==> config.mk <==
export PLATFORM = sky130hd
export DESIGN_NAME = exec_sequencer
export DESIGN_NICKNAME = d
export VERILOG_FILES = /design/src/rtl/exec_sequencer.sv
export SDC_FILE = /design/constraint.sdc
export NUM_CORES = 1
export LEC_CHECK = 0
export ABC_AREA = 1
export CELL_PAD_IN_SITES_DETAIL_PLACEMENT = 0
export CELL_PAD_IN_SITES_GLOBAL_PLACEMENT = 1
export CORE_MARGIN = 4
export CORE_UTILIZATION = 33
export DETAILED_ROUTE_END_ITERATION = 7
export PLACE_DENSITY_LB_ADDON = 0.1
export SKIP_CTS_REPAIR_TIMING = 1
export SYNTH_ARGS = -nofsm -noshare
export SYNTH_HDL_FRONTEND = slang
export SYNTH_SLANG_ARGS = --single-unit
export TNS_END_PERCENT = 30
==> constraint.sdc <==
create_clock -name clk -period 3.6 [get_ports clk]
set_input_delay 0.72 -clock clk [delete_from_list [all_inputs] [get_ports clk]]
set_output_delay 0.72 -clock clk [all_outputs]
set_load 0.005 [all_outputs]
==> src/rtl/exec_sequencer.sv <==
// exec_sequencer
// Run-control sequencer between the host-facing logic and the processor core.
// It starts, single-steps and stops program execution by driving the core run
// enable and pc reset. It also counts executed cycles, enforces a watchdog
// limit and can stop on a pc breakpoint.
//
// Optional feature macro: EXEC_SEQUENCER_BREAKPOINT_EN
//   defined   -> pc breakpoint compare is built
//   undefined -> bp_addr_in / bp_valid_in are ignored, bp_hit_out stays 0
//
// Parameters:
//   PC_W      width of the program counter
//   CYC_W     width of the executed-cycle counter
//   WDT_LIMIT watchdog limit in RUN cycles (0 disables), <= 2^CYC_W-1
//
// Ports:
//   clk, rst_n      clock, asynchronous active-low reset
//   start_in        run request (sampled in IDLE, wins over step_in)
//   step_in         single-step request (sampled in IDLE)
//   halt_in         abort request (honoured in RUN)
//   pc_in           current core pc
//   pc_en_in        core pc-advance enable; 0 in RUN = program terminated
//   bp_addr_in      breakpoint address
//   bp_valid_in     breakpoint armed
//   core_en_out     core run enable (combinational)
//   core_rst_out    core pc reset, one cycle in ARM
//   busy_out        high in ARM, RUN and STEP
//   done_out        one-cycle pulse in DONE
//   timeout_out     sticky watchdog-expired flag
//   bp_hit_out      sticky stopped-on-breakpoint flag
//   cycles_out      cycles with core_en_out high since last ARM (saturating)

module exec_sequencer #(
   parameter int PC_W      = 4,
   parameter int CYC_W     = 8,
   parameter int WDT_LIMIT = 255
) (
   input  logic             clk,
   input  logic             rst_n,
   input  logic             start_in,
   input  logic             step_in,
   input  logic             halt_in,
   input  logic [PC_W-1:0]  pc_in,
   input  logic             pc_en_in,
   input  logic [PC_W-1:0]  bp_addr_in,
   input  logic             bp_valid_in,
   output logic             core_en_out,
   output logic             core_rst_out,
   output logic             busy_out,
   output logic             done_out,
   output logic             timeout_out,
   output logic             bp_hit_out,
   output logic [CYC_W-1:0] cycles_out
);

   localparam logic [2:0] ST_IDLE = 3'd0;
   localparam logic [2:0] ST_ARM  = 3'd1;
   localparam logic [2:0] ST_RUN  = 3'd2;
   localparam logic [2:0] ST_STEP = 3'd3;
   localparam logic [2:0] ST_DONE = 3'd4;

   localparam logic [CYC_W-1:0] CYC_MAX_C = {CYC_W{1'b1}};
   localparam logic [CYC_W:0]   WDT_LIM_C = (CYC_W+1)'(WDT_LIMIT);
   localparam logic             WDT_EN_C  = (WDT_LIMIT != 0);

   logic [2:0]       state_r;
   logic [2:0]       next_state_s;
   logic [CYC_W-1:0] cycles_r;
   logic             timeout_r;
   logic             bp_hit_r;
   logic             core_rst_r;
   logic             busy_r;
   logic             done_r;
   logic             core_en_s;
   logic             bp_match_s;
   logic             wdt_hit_s;
   logic             set_timeout_s;
   logic             set_bp_s;

`ifdef EXEC_SEQUENCER_BREAKPOINT_EN
   // A match right after ARM (count still 0) is suppressed so a run started
   // on the breakpoint address makes progress.
   assign bp_match_s = bp_valid_in & (pc_in == bp_addr_in) & (cycles_r != {CYC_W{1'b0}});
`else
   logic unused_bp_s;
   assign unused_bp_s = ^{bp_addr_in, bp_valid_in};
   assign bp_match_s  = 1'b0;
`endif

   // Watchdog fires on the cycle that would bring the count up to the limit;
   // that cycle is still executed and counted.
   assign wdt_hit_s = WDT_EN_C &
                      (({1'b0, cycles_r} + {{CYC_W{1'b0}}, 1'b1}) == WDT_LIM_C);

   // Next-state decode, core enable and sticky-flag set conditions.
   always_comb begin
      next_state_s  = state_r;
      core_en_s     = 1'b0;
      set_timeout_s = 1'b0;
      set_bp_s      = 1'b0;
      case (state_r)
         ST_IDLE: begin
            if (start_in) begin
               next_state_s = ST_ARM;
            end else if (step_in) begin
               next_state_s = ST_STEP;
            end else begin
               next_state_s = ST_IDLE;
            end
         end
         ST_ARM: begin
            next_state_s = ST_RUN;
         end
         ST_RUN: begin
            // Halt and breakpoint gate the enable in the same cycle;
            // terminate and watchdog let the current cycle execute.
            if (halt_in) begin
               next_state_s = ST_DONE;
            end else if (bp_match_s) begin
               set_bp_s     = 1'b1;
               next_state_s = ST_DONE;
            end else if (!pc_en_in) begin
               core_en_s    = 1'b1;
               next_state_s = ST_DONE;
            end else if (wdt_hit_s) begin
               core_en_s     = 1'b1;
               set_timeout_s = 1'b1;
               next_state_s  = ST_DONE;
            end else begin
               core_en_s    = 1'b1;
               next_state_s = ST_RUN;
            end
         end
         ST_STEP: begin
            core_en_s    = 1'b1;
            next_state_s = ST_DONE;
         end
         ST_DONE: begin
            next_state_s = ST_IDLE;
         end
         default: begin
            next_state_s = ST_IDLE;
         end
      endcase
   end

   // State register and registered status outputs. Counter and flags are
   // cleared on entry to ARM so they already read 0 during the ARM cycle.
   always_ff @(posedge clk or negedge rst_n) begin
      if (!rst_n) begin
         state_r    <= ST_IDLE;
         cycles_r   <= {CYC_W{1'b0}};
         timeout_r  <= 1'b0;
         bp_hit_r   <= 1'b0;
         core_rst_r <= 1'b0;
         busy_r     <= 1'b0;
         done_r     <= 1'b0;
      end else begin
         state_r    <= next_state_s;
         core_rst_r <= (next_state_s == ST_ARM);
         busy_r     <= (next_state_s == ST_ARM) || (next_state_s == ST_RUN) ||
                       (next_state_s == ST_STEP);
         done_r     <= (next_state_s == ST_DONE);

         if (next_state_s == ST_ARM) begin
            cycles_r <= {CYC_W{1'b0}};
         end else if (core_en_s && (cycles_r != CYC_MAX_C)) begin
            cycles_r <= cycles_r + {{(CYC_W-1){1'b0}}, 1'b1};
         end else begin
            cycles_r <= cycles_r;
         end

         if (next_state_s == ST_ARM) begin
            timeout_r <= 1'b0;
         end else if (set_timeout_s) begin
            timeout_r <= 1'b1;
         end else begin
            timeout_r <= timeout_r;
         end

         if (next_state_s == ST_ARM) begin
            bp_hit_r <= 1'b0;
         end else if (set_bp_s) begin
            bp_hit_r <= 1'b1;
         end else begin
            bp_hit_r <= bp_hit_r;
         end
      end
   end

   // core_en_out is combinational so halt/breakpoint stops take effect at
   // once; an asynchronous reset forces IDLE and therefore drops it too.
   assign core_en_out  = core_en_s;
   assign core_rst_out = core_rst_r;
   assign busy_out     = busy_r;
   assign done_out     = done_r;
   assign timeout_out  = timeout_r;
   assign bp_hit_out   = bp_hit_r;
   assign cycles_out   = cycles_r;

endmodule

# ---- After elaboration in Yosys (flattened, before gate mapping)
# Cells that the tools add are included.
dict set report classes {
  mux 17
  n_addsub 2
  reduce_logical 6
  eq_ne 9
}
# cell count
set ops {}
lappend ops {{two-way mux 8 bit} 2}
lappend ops {{equality test 3 x 2 -> 1 bit (second input constant)} 4}
lappend ops {{two-way mux 3 bit} 4}
lappend ops {{case mux 3 bit (4 select lines)} 1}
lappend ops {{adder 8 x 1 -> 9 bit (second input constant)} 1}
lappend ops {{equality test 9 x 8 -> 1 bit (second input constant)} 1}
lappend ops {{adder 8 x 1 -> 8 bit (second input constant)} 1}
lappend ops {{two-way mux 1 bit} 8}
lappend ops {{!= test 8 bit (second input constant)} 1}
lappend ops {{equality test 3 x 1 -> 1 bit (second input constant)} 2}
lappend ops {{nonzero test 2 bit} 2}
lappend ops {{equality test 3 bit (second input constant)} 1}
lappend ops {{zero test 3 bit} 1}
lappend ops {{logical OR 1 bit} 2}
lappend ops {{two-way mux 2 bit} 1}
lappend ops {{case mux 1 bit (2 select lines)} 1}
lappend ops {{logical AND 1 bit} 1}
dict set report word_totals {
  out_inout_bits 14
  wordCells 41
  ff_bits 16
  in_bits 15
}

# ---- Logic depth before layout (Yosys ltp)
# Gate-level depths: netlist (run 1).
dict set report logic_depth {
  depth_word 9
  mapped_depth 12
  ltp_nobuf 12
}

# ---- Least setup slack after synthesis (run 1)
# Ideal clock, no wire load.
dict set report synth_timing {
  path_kind {input-to-output}
  startpoint {in halt_in}
  endpoint {out core_en_out}
  setup_slack_ps 1994
  n_path_buf 0
  arrival_time_ps 886
  stages 1
  t_required_ps 2880
  cell_sequence {o21ai_1}
}
dict set report synth_via {
  elab_chain_cells 2
}
# item line
set synth_lines {}
lappend synth_lines {{start: declaration} 42} ;# input logic halt_in,
lappend synth_lines {{two-way mux 1 bit} 117} ;# if (halt_in) begin
lappend synth_lines {{case mux 1 bit (2 select lines)} 101} ;# case (state_r)
lappend synth_lines {{end: declaration} 47} ;# output logic core_en_out,
# No other way between the ends.

# ---- Final worst setup path (run 1)
# Same ends and word-level chain as after synthesis.

==> flow_summary.toml, run 1 <==
[yosys]
syn_avg_cell_area_um2 = 7.37
synth_ff_type = "dfrtp_1"
synth_commonest_cells = "nand2_1, inv_1, dfrtp_1"
synth.area.top_cells = "dfrtp_1, nand2_1, inv_1"
syn_nets = 137
netlist.top_cell.by_area = "dfrtp_1"
synth-edff-count = 0
synth-seq-area-share = 0.424
ys_warn_count = 0
syn_area_um2 = 885
synth_top_area_frac = 0.424
yosys_register_bits = 15
synthCells = 120
synth.distinct_cells = 20
async_flop_share = 1.00
synth_most_common_cell = "nand2_1"

[finish]
register_area_um2 = 375
fillers = 273
utilization = 0.441
multiInputGateArea_um2 = 400
nets = 158
diodes = 0
syn_to_final_growth_pct = 25.9
layout-drive-gt1-share = 0.0714

[drt]
via_count = 746
drtIter0Drc = 9
wl_per_cell_um = 10.4
ant_nets = 0
drc = 0
drt_first_pass_iters = 4
vias_per_cell = 4.39
totalWireLength_mm = 1.76

[timing]
post-route-period-util = 0.722
tns_ns = 0
fin_crit_ns = 2.60
tightestPinTransition_ns = 0.698
fmax_mhz = 385
final_max_slew_viol_count = 0
fin_skew_ns = 0.00205
setup_viol = 0
rsz0062_at_grt = "no"
finalHoldViolCount = 0
relSlewSlack = 0.533

[power]
sequentialPowerShare = 0.417
p_clk_frac = 0.167
leakage_nw = 0.550
combPwrFrac = 0.416
ir_drop_mv = 0.371
p_int_uw = 364
swShare = 0.379
power.switching_uw = 222
pwr_density_cell_nw_per_um2 = 527

[clock_network]
cts-htree-levels = 1
clkTransAtPathRegs_ns = 0.09
cts.sinks = 15
worstSkewPairLatency_ns = 0.28
cts_buffers = 3
cts_tree = "yes"
clockBufferDepth = 2
root_buffer = "clkbuf_4"

[floorplan]
core-area_um2 = 2520
rows = 18
die_x_um = 59.8
dieArea_um2 = 3570
floorplan.initialDensity = 0.351
die_h_um = 59.8
io-pin-count = 29

[worst_setup_path]
cp-start-kind = "primary input"
worst-endpoint-arrival_ns = 1.88
cp_top_family = "buffers and inverters"
critical_path.most_common_cell = "clkdlybuf4s50_1"
r2r_start = "cycles_out[1]$_DFFE_PN0P_"
cp-end-kind = "output port"
crit_end = "core_en_out"
criticalPathCategory = "primary input to output port"
cp_num_cells = 3
path_max_fanout = 2
r2r_end = "cycles_out[4]$_DFFE_PN0P_"
crit_slowest_cell = "clkdlybuf4s50_1"
critPathLaunch = "halt_in"
critPathMaxStageDelay_ns = 0.54
r2r_cells = 10
required_ns = 2.88
crit_chain = "clkdlybuf4s50_1 > o21ai_1 > clkdlybuf4s50_1"
crit_buf_inv = 2
r2r_setup_slack_ns = 1.75

[global_route]
grt_use_total = 0.116
grt_max_degree = 16
antenna_found_initial = 0
grt_first_pass_wirelength_mm = 3.14
overflow = 0
first_global_vias = 715

[status]
outcome = "finished clean"

[min_path]
min_path_cells = 3
holdCritPathClass = "register to register"

[placement]
numPortBuffers = 18
place.gp.congestion = 0.710
dp.final_hpwl_mm = 1.35

[run]
drv_cap = 0
==> final cells by class <==
cell class / count / area share
clock buffer: 4 / 0.0236
multi-input combinational: 78 / 0.360
sequential: 15 / 0.337
tap: 30 / 0.0337
inverter: 25 / 0.0843
timing repair buffer: 18 / 0.162
==> worst min-delay path by stage <==
stage	from	to	slack, ns
2_1_floorplan	rst_n	busy_out$_DFF_PN0_	0.42
3_3_place_gp	timeout_out$_DFFE_PN0P_	timeout_out$_DFFE_PN0P_	0.55
3_5_place_dp	timeout_out$_DFFE_PN0P_	timeout_out$_DFFE_PN0P_	0.56
4_1_cts	timeout_out$_DFFE_PN0P_	timeout_out$_DFFE_PN0P_	0.58
5_1_grt	timeout_out$_DFFE_PN0P_	timeout_out$_DFFE_PN0P_	0.65
6_report	timeout_out$_DFFE_PN0P_	timeout_out$_DFFE_PN0P_	0.57
==> registers in the layout, indices dropped and copies added (netlist names) <==
name,count
core_rst_out,1
done_out,1
state_r,3
cycles_out,8
timeout_out,1
busy_out,1
==> placed cells by master, fill, tap and decap left out, drive strengths merged <==
master / n
nand2: 39
inv: 25
clkdlybuf4s50: 18
dfrtp: 15
o21ai: 10
nor2: 9
nand3: 8
clkbuf: 4
o21bai: 3
nand4: 2
o211ai: 2
ha: 2
a21oi: 1
xor2: 1
conb: 1
==> per-layer routing <==
layer	share of wire	up-vias	global-route usage
met5	0	-	0
met4	0.010	0	0.0475
met3	0.043	2	0.0216
met2	0.50	12	0.199
met1	0.44	329	0.142
li1	-	403	-
==> logic make-up (layout without fill, tap and decap cells) <==
family,count (synthesis),count (layout),share of synthesized area
xor+xnor,1,1,0.00990
flops,15,15,0.424
fa+ha+maj,2,2,0.0283
buf+inv,27,47,0.123
compound gates,16,16,0.105
other cells,1,1,0.00424
simple gates,58,58,0.306
==> per-stage QoR <==
stage	hold WS (ns)	cells	area [µm²]	power [mW]	setup slack (ns)
floorplan	0.424	120	885	0.393	1.99
finish	0.571	170	1110	0.587	1.00
global route	0.647	170	1110	0.646	0.960
CTS	0.584	170	1110	0.601	0.997
detailed placement	0.558	166	1090	0.497	1.01
global placement	0.547	166	1090	0.496	1.02
==> tightest hold or removal path: stages, from the launching register on <==
cell and delay (ns):
dfrtp_1 0.35, o21bai_1 0.10, nand2_1 0.05, inv_1 0.04
==> power groups by stage <==
| stage | registers [mW] | logic, mW | clock network (mW) |
|---|---|---|---|
| 5_1_grt | 0.252 | 0.284 | 0.110 |
| 6_report | 0.245 | 0.244 | 0.0977 |
| 3_3_place_gp | 0.248 | 0.248 | 0 |
| 4_1_cts | 0.246 | 0.251 | 0.105 |
| 3_5_place_dp | 0.248 | 0.248 | 0 |
| 2_1_floorplan | 0.246 | 0.148 | 0 |
(Power assumes the default switching activity.)
==> run 2, diff against run 1 <==
--- a/config.mk
+++ b/config.mk
@@ -9,7 +9,7 @@
 export CELL_PAD_IN_SITES_DETAIL_PLACEMENT = 0
 export CELL_PAD_IN_SITES_GLOBAL_PLACEMENT = 1
 export CORE_MARGIN = 4
-export CORE_UTILIZATION = 33
+export CORE_UTILIZATION = 31
 export DETAILED_ROUTE_END_ITERATION = 7
 export PLACE_DENSITY_LB_ADDON = 0.1
 export SKIP_CTS_REPAIR_TIMING = 1
==> constraint.sdc (replaced) <==
create_clock -name clk -period 2.5 [get_ports clk]
set_input_delay 0.5 -clock clk [delete_from_list [all_inputs] [get_ports clk]]
set_output_delay 0.5 -clock clk [all_outputs]
set_load 0.005 [all_outputs]
==> flow_summary.toml, run 2 (synthesis results as in run 1) <==
[finish]
fin_area_um2 = 1110
final_common_cell = "nand2_1"
largest_reg_flops = 8
syn_to_final_growth_pct = 26.0
nets = 158
final_cell_mix = "nand2_1, inv_1, clkdlybuf4s50_1"
fin_cells = 171
diodes = 0
layout-drive-gt1-share = 0.0714
fillers = 296

[clock_network]
cts-htree-levels = 1
root_buffer = "clkbuf_4"
cts.sinks = 15
worstSkewPairLatency_ns = 0.29
clkTransAtPathRegs_ns = 0.10
cts_tree = "yes"
cts_buffers = 3
clockBufferDepth = 2

[placement]
placed_area_um2 = 1090
numPlacedInstances = 167
place.gp.congestion = 0.731
dp.final_hpwl_mm = 1.41
numPortBuffers = 18

[worst_setup_path]
r2r_start = "cycles_out[1]$_DFFE_PN0P_"
criticalPathCategory = "primary input to output port"
crit_chain = "clkdlybuf4s50_1 > o21ai_1 > clkdlybuf4s50_1"
required_ns = 2.00
r2r_cells = 10
crit_slowest_cell = "clkdlybuf4s50_1"
critPathLaunch = "halt_in"
worst-endpoint-arrival_ns = 1.66
r2r_setup_slack_ns = 0.65
path_max_fanout = 2
crit_buf_inv = 2
cp_top_family = "buffers and inverters"
cp-start-kind = "primary input"
r2r_end = "cycles_out[4]$_DFFE_PN0P_"
critPathMaxStageDelay_ns = 0.54
cp_num_cells = 3
critical_path.most_common_cell = "clkdlybuf4s50_1"
crit_end = "core_en_out"
cp-end-kind = "output port"

[drt]
drc = 0
ant_nets = 0
drt_first_pass_iters = 4
vias_per_cell = 4.44
wl_per_cell_um = 10.8
totalWireLength_mm = 1.85
via_count = 759
drtIter0Drc = 11

[power]
pwr_density_cell_nw_per_um2 = 765
leakage_nw = 0.550
ir_drop_mv = 0.544

[timing]
rsz0062_at_grt = "no"
fmax_mhz = 463
fin_skew_ns = 0.00895
setup_viol = 0
tns_ns = 0
whs_ns = 0.575
tightestPinTransition_ns = 0.708
fin_crit_ns = 2.16
post-route-period-util = 0.864
finalHoldViolCount = 0
final_max_slew_viol_count = 0
relSlewSlack = 0.526

[global_route]
antenna_found_initial = 0
overflow = 0
grt_max_degree = 16
grt_first_pass_wirelength_mm = 3.33
first_global_vias = 771
grt_use_total = 0.123

[min_path]
holdCritPathClass = "register to register"
min_from = "timeout_out$_DFFE_PN0P_"

[floorplan]
die_h_um = 61.4
dieArea_um2 = 3770
die_x_um = 61.4
io-pin-count = 29
floorplan.initialDensity = 0.324
core-area_um2 = 2730
rows = 19

[run]
drv_cap = 0

[status]
outcome = "finished clean"
run 2: cell counts in the layout (fill, tap and decap cells not counted):
No cell type changed its count.
run 2: area by class of cell:
class / instances / area, µm² / area share
sequential: 15 / 375 / 0.337
inverter: 25 / 93.8 / 0.0842
tap: 31 / 38.8 / 0.0348
clock buffer: 4 / 26.3 / 0.0236
timing repair buffer: 18 / 180 / 0.162
multi-input combinational: 78 / 400 / 0.359
run 2: stage by stage:
step	total power, mW	util	setup WS [ns]
after floorplan	0.567	-	0.963
after global placement	0.716	0.398	0.354
after detailed placement	0.722	0.398	0.339
after CTS	0.873	0.408	0.314
after global routing	0.939	0.408	0.169
final	0.852	0.408	0.340
run 2: how the worst min path moves through the flow:
stage | endpoint | slack, ns | depth (start not counted)
final | timeout_out$_DFFE_PN0P_ | 0.57 | 3
after global placement | timeout_out$_DFFE_PN0P_ | 0.55 | 3
after detailed placement | timeout_out$_DFFE_PN0P_ | 0.55 | 3
after floorplan | busy_out$_DFF_PN0_ | 0.20 | 0
after global routing | timeout_out$_DFFE_PN0P_ | 0.63 | 3
after CTS | timeout_out$_DFFE_PN0P_ | 0.59 | 3
run 2: routing by layer:
metal | share of wire | GRT usage
met5 | 0 | 0
met4 | 0.022 | 0.0636
met3 | 0.053 | 0.0314
met2 | 0.47 | 0.211
met1 | 0.45 | 0.141
run 2: power by group:
part	leakage (nW)	internal, mW	total [mW]	switching (mW)
clock network	0.0150	0.0620	0.144	0.0825
registers	0.200	0.306	0.352	0.0459
logic	0.335	0.157	0.356	0.199
run 2: worst register-to-register path, stage by stage, from the launching register on:
cell and delay [ns]:
dfrtp_1 0.46, ha_1 0.28, nand3_2 0.11, nor2_1 0.13, nand3_1 0.08, nand2_1 0.31
inv_1 0.15, nand2_1 0.08, o21ai_0 0.08, nand2_1 0.07, inv_1 0.04
==> run 3, diff against run 2 <==
--- a/config.mk
+++ b/config.mk
@@ -12,6 +12,7 @@
 export CORE_UTILIZATION = 31
 export DETAILED_ROUTE_END_ITERATION = 7
 export PLACE_DENSITY_LB_ADDON = 0.1
+export SETUP_SLACK_MARGIN = 0.15
 export SKIP_CTS_REPAIR_TIMING = 1
 export SYNTH_ARGS = -nofsm -noshare
 export SYNTH_HDL_FRONTEND = slang
==> results of run 3 <==
No change in the layout: final DEF, timing and power equal those of run 2.
